`config.mk`:
```
export PLATFORM = sky130hd
export DESIGN_NAME = pipe_stage_reg
export DESIGN_NICKNAME = d
export VERILOG_FILES = /design/src/rtl/pipe_stage_reg.sv
export SDC_FILE = /design/constraint.sdc
export NUM_CORES = 1
export LEC_CHECK = 0
export BUFFER_PORTS_ARGS = -buffer_cell sky130_fd_sc_hd__buf_2
export CAP_MARGIN = 0
export CORE_UTILIZATION = 50
export DETAILED_ROUTE_END_ITERATION = 10
export GPL_ROUTABILITY_DRIVEN = 0
export HOLD_SLACK_MARGIN = 0.06
export PLACE_DENSITY = 0.92
export SYNTH_ARGS = -nofsm -noshare
export SYNTH_HDL_FRONTEND = slang
export SYNTH_SLANG_ARGS = --single-unit
```
`constraint.sdc`:
```
create_clock -name CLK -period 3.15 [get_ports CLK]
set_input_delay 0.315 -clock CLK [delete_from_list [all_inputs] [get_ports CLK]]
set_output_delay 0.315 -clock CLK [all_outputs]
set_load 0.02 [all_outputs]
```
`src/rtl/pipe_stage_reg.sv`:
```
// Pipeline stage register with valid/ready handshake and back-pressure counter.
// Define PIPE_SKID_EN for a registered in_ready with a one-word skid buffer.
module pipe_stage_reg #(
    parameter int DATA_W = 32,
    parameter int CTRL_W = 8,
    parameter int CNT_W  = 16
) (
    input  logic              CLK,
    input  logic              CLRn,
    input  logic              flush,
    input  logic              in_valid,
    output logic              in_ready,
    input  logic [CTRL_W-1:0] in_ctrl,
    input  logic [DATA_W-1:0] in_data,
    output logic              out_valid,
    input  logic              out_ready,
    output logic [CTRL_W-1:0] out_ctrl,
    output logic [DATA_W-1:0] out_data,
    output logic [CNT_W-1:0]  stall_cnt
);

    logic              main_v;
    logic [CTRL_W-1:0] main_ctrl;
    logic [DATA_W-1:0] main_data;
    logic              in_xfer;
    logic              out_xfer;
    logic              stall;

    assign in_xfer  = in_valid & in_ready;
    assign out_xfer = main_v & out_ready;
    assign stall    = main_v & ~out_ready & ~flush;

`ifdef PIPE_SKID_EN
    logic              skid_v;
    logic [CTRL_W-1:0] skid_ctrl;
    logic [DATA_W-1:0] skid_data;

    // skid_v is a flop, so in_ready has no path from out_ready
    assign in_ready = ~skid_v;

    always_ff @(posedge CLK or negedge CLRn) begin
        if (!CLRn) begin
            main_v    <= 1'b0;
            main_ctrl <= '0;
            main_data <= '0;
            skid_v    <= 1'b0;
            skid_ctrl <= '0;
            skid_data <= '0;
        end else if (flush) begin
            main_v    <= 1'b0;
            main_ctrl <= '0;
            main_data <= '0;
            skid_v    <= 1'b0;
            skid_ctrl <= '0;
            skid_data <= '0;
        end else if (out_xfer || !main_v) begin
            if (skid_v) begin
                main_v    <= 1'b1;
                main_ctrl <= skid_ctrl;
                main_data <= skid_data;
                skid_v    <= 1'b0;
                skid_ctrl <= '0;
                skid_data <= '0;
            end else if (in_xfer) begin
                main_v    <= 1'b1;
                main_ctrl <= in_ctrl;
                main_data <= in_data;
            end else begin
                main_v    <= 1'b0;
                main_ctrl <= '0;
            end
        end else if (in_xfer) begin
            skid_v    <= 1'b1;
            skid_ctrl <= in_ctrl;
            skid_data <= in_data;
        end
    end
`else
    assign in_ready = out_ready | ~main_v;

    always_ff @(posedge CLK or negedge CLRn) begin
        if (!CLRn) begin
            main_v    <= 1'b0;
            main_ctrl <= '0;
            main_data <= '0;
        end else if (flush) begin
            main_v    <= 1'b0;
            main_ctrl <= '0;
            main_data <= '0;
        end else if (in_xfer) begin
            main_v    <= 1'b1;
            main_ctrl <= in_ctrl;
            main_data <= in_data;
        end else if (out_xfer) begin
            main_v    <= 1'b0;
            main_ctrl <= '0;
        end
    end
`endif

    always_ff @(posedge CLK or negedge CLRn) begin
        if (!CLRn) begin
            stall_cnt <= '0;
        end else if (stall && (stall_cnt != '1)) begin
            stall_cnt <= stall_cnt + CNT_W'(1);
        end
    end

    assign out_valid = main_v;
    assign out_ctrl  = main_v ? main_ctrl : '0;
    assign out_data  = main_data;

endmodule

```
==> summary.txt <==
Route
  • Routed WL per cell: 14.8 um
  • ANT nets after route: 0
  • Number of DRC violations after detailed-routing iteration 0: 100
  • First drt pass iteration count: 4
  • Detailed-route wire length: 5.04 mm
  • Count of vias placed by the detailed router: 1,867
  • DR DRC count: 0
  • DR vias/cell: 5.48

Die
  • Initial cell density of the core: 52.4%
  • Number of rows in the core area: 24
  • Die height: 69.8 um
  • Number of placed I/O pins: 103
  • Width of the die: 69.8 um
  • Full die area: 4870 um2
  • Core Footprint: 4380 um2

Synth
  • Portion of the post-synthesis area used by sequential elements: 62.1%
  • Synth Flop Type: dfrtp_1
  • Multiplexer area fraction after synthesis: 0.490%
  • Post-synth design cell area: 2300 um2
  • Avg Cell Area, Syn: 13.0 um2
  • Number of storage elements in the synthesis netlist: 57
  • Count leader, synth: dfrtp_1
  • Number of distinct library cell variants in the gate-level netlist after synthesis: 29
  • Synthesized-area fraction occupied by ao, oa, aoi and oai cells: 17.9%
  • Yosys top cell area share: 62.1%
  • Synth async-reset ratio: 100%
  • Top cells by area, synth: dfrtp_1, a22o_1, xor2_1
  • Post-synthesis cell count: 176
  • Main combinational cell family by area after synthesis: compound AO/OA/AOI/OAI gates
  • Most numerous cell types in the synthesized netlist: dfrtp_1, a22o_1, xor2_1
  • Number of synthesis warnings: 0
  • Share of synthesized cell area in full adder, half adder and majority cells: 0.545%
  • Xor-xnor portion of the synthesized cell area: 4.96%
  • Syn Nets: 222
  • Library cell occupying the most area in the post-synthesis netlist: dfrtp_1
  • Area share of and/or/nand/nor cells after synthesis: 12.3%
  • Number of synthesized flops with an enable pin: 0

Placement
  • Post-DP Area: 2870 um2
  • Post-Place Cells: 324
  • Detail Placement HPWL: 3.56 mm
  • Number of buffers inserted by port buffering: 102

Cells and area
  • Number of antenna diodes: 0
  • Post-synthesis to final-layout area growth: 32.8%
  • Layout cell share with drive strength beyond 1: 43.9%
  • Final Cell Area: 3050 um2
  • Net total in the final layout: 330
  • Post-route non-filler standard cell count: 341

GRT
  • Vias in the first global route: 1,766
  • Global routing met1 resource utilization: 29.0%
  • Final global-route overflow total: 0
  • Peak-usage layer in the global routing report: met2
  • Met2 track utilization from global routing: 33.1%
  • Pin count of the biggest net entering global routing: 39
  • Initial antenna violation count: 0
  • Overall fraction of global-route tracks in use: 22.3%
  • First-pass GRT wire length: 8.25 mm
  • M3 GR Usage: 7.12%

STA
  • Hold violation count in the final report: 0
  • Achievable Freq: 454 MHz
  • Number of failing setup endpoints in the final timing report: 0
  • Number of slew-limit violations in the final report: 0
  • Final period demand of the worst path: 2.20 ns
  • Slew margin rel.: 56.3%
  • Slew at the pin closest to its max-slew limit: 0.655 ns
  • Share of the cycle needed by the critical path after routing: 70.0%
  • Setup repair after global routing missed its margin: no
  • Setup TNS after final layout: 0 ns
  • Worst-case clock skew: 0.00792 ns

Clock tree
  • Clock tree from TritonCTS: done
  • Insertion delay to the later sink of the worst-skew pair: 0.33 ns
  • Post-cts sizing count: 0
  • Clock slew at the register clock pins of the worst setup and hold paths: 0.06 ns
  • TritonCTS Sinks: 57
  • H-tree depth: 3
  • Count of hold buffers inserted by post-cts repair: 1
  • Number of clock buffers inserted by TritonCTS: 9
  • Post-CTS Setup Bufs: 0
  • Clk buf depth: 2
  • Root Driver: clkbuf_8

Worst setup path
  • Critical path arrival: 2.40 ns
  • Critical path type: flop to flop
  • Critical Path RT: 3.35 ns
  • Critical path startpoint category: flop
  • Crit path capture type: flop
  • Maximum fanout encountered on the critical timing path: 12

Outcome
  • Outcome: completed

Run
  • Max-capacitance violation count: 0

Power
  • Power per standard cell area: 552 nW/um2
  • Standby leakage power: 0.00170 uW
  • Maximum ir drop on the vdd rail: 316 uV

Worst hold path
  • Worst Hold Class: input pin to flop
-- logic make-up (layout without fill, tap and decap cells) --
logic type               count (synthesis)  in the layout
AO/OA/AOI/OAI                           50             50
XOR/XNOR                                13             13
adder cells (fa/ha/maj)                  1              1
buffers and inverters                   10            123
flip-flops                              57             57
multiplexers                             1              1
AND/OR/NAND/NOR                         44             44
-- worst paths after layout --
check,start,to,slack [ns],cells past startpoint
max reg2reg,out_valid,stall_cnt[6],0.95,4
min in group asynchronous,CLRn,stall_cnt[2],0.56,2
max,out_valid,stall_cnt[6],0.95,4
min,in_data[30],out_data[30],0.20,2
max in group asynchronous,CLRn,out_data[23],1.81,3
min reg2reg,main_ctrl[6],main_ctrl[6],0.50,1
-- where the power goes --
part	internal, uW	total [uW]	switching [uW]
clock	324	585	260
combinational	106	260	154
sequential	788	840	51.2
-- placed cells by master (no fill, tap or decap) --
| cell type | netlist | routed |
|---|---|---|
| a21boi_2 | 1 | 1 |
| a21oi_1 | 6 | 5 |
| a21oi_2 | 0 | 1 |
| a22o_1 | 40 | 40 |
| a31oi_1 | 1 | 1 |
| and2_1 | 9 | 9 |
| and3_1 | 1 | 1 |
| and4_1 | 2 | 2 |
| buf_2 | 0 | 102 |
| buf_4 | 0 | 3 |
| clkbuf_1 | 8 | 2 |
| clkbuf_8 | 0 | 11 |
| clkinv_2 | 0 | 3 |
| dfrtp_1 | 57 | 57 |
| dlygate4sd3_1 | 0 | 1 |
| ha_1 | 1 | 1 |
| inv_1 | 1 | 1 |
| mux2_2 | 1 | 1 |
| nand2_1 | 6 | 6 |
| nand2b_1 | 1 | 1 |
| nand3_1 | 4 | 4 |
| nand4_1 | 4 | 4 |
| nor2_1 | 4 | 3 |
| nor2_2 | 0 | 1 |
| nor3_1 | 6 | 6 |
| nor3b_1 | 2 | 2 |
| nor4_2 | 1 | 1 |
| nor4_4 | 1 | 1 |
| nor4b_2 | 1 | 1 |
| o211ai_1 | 1 | 1 |
| o21ai_0 | 1 | 1 |
| or3b_1 | 1 | 1 |
| or3b_4 | 1 | 1 |
| xnor2_1 | 3 | 3 |
| xor2_1 | 10 | 10 |
-- area by class of cell --
class                   instances  area (um2)
fillers                       326        1340
clock buffers                  13         159
repair buffers                106         543
multi-input cells             109         837
flip-flops and latches         57        1430
inverters                       1        3.75
well taps                      52        65.1
clock inverters                 3        15.0
-- registers in the layout, summed over array words and instances, names as in the netlist --
| name | cells |
|---|---|
| out_valid | 1 |
| main_ctrl | 8 |
| out_data | 32 |
| stall_cnt | 16 |
-- per-stage QoR --
stage	util [%]	hold WS [ns]	power, uW	worst slack [ns]
final	69.5	0.199	1680	0.946
after global routing	69.5	0.185	1760	0.721
after CTS	69.5	0.184	1700	0.981
after detailed placement	65.4	0.381	1110	1.02
after global placement	65.4	0.382	1100	1.18
after floorplan	-	0.0194	989	1.26
-- worst max-delay path, stage by stage (launching register included) --
cell     delay [ns]
dfrtp_1        0.51
or3b_1         0.51
nor3_1         0.57
o21ai_0        0.29
xnor2_1        0.20
-- per-layer routing --
metal | up-vias | share of wire [%]
li1 | 869 | -
met1 | 904 | 45
met2 | 85 | 46
met3 | 9 | 6.3
met4 | 0 | 2.1
met5 | - | 0
Note: power is estimated with default switching activity, not from simulation.
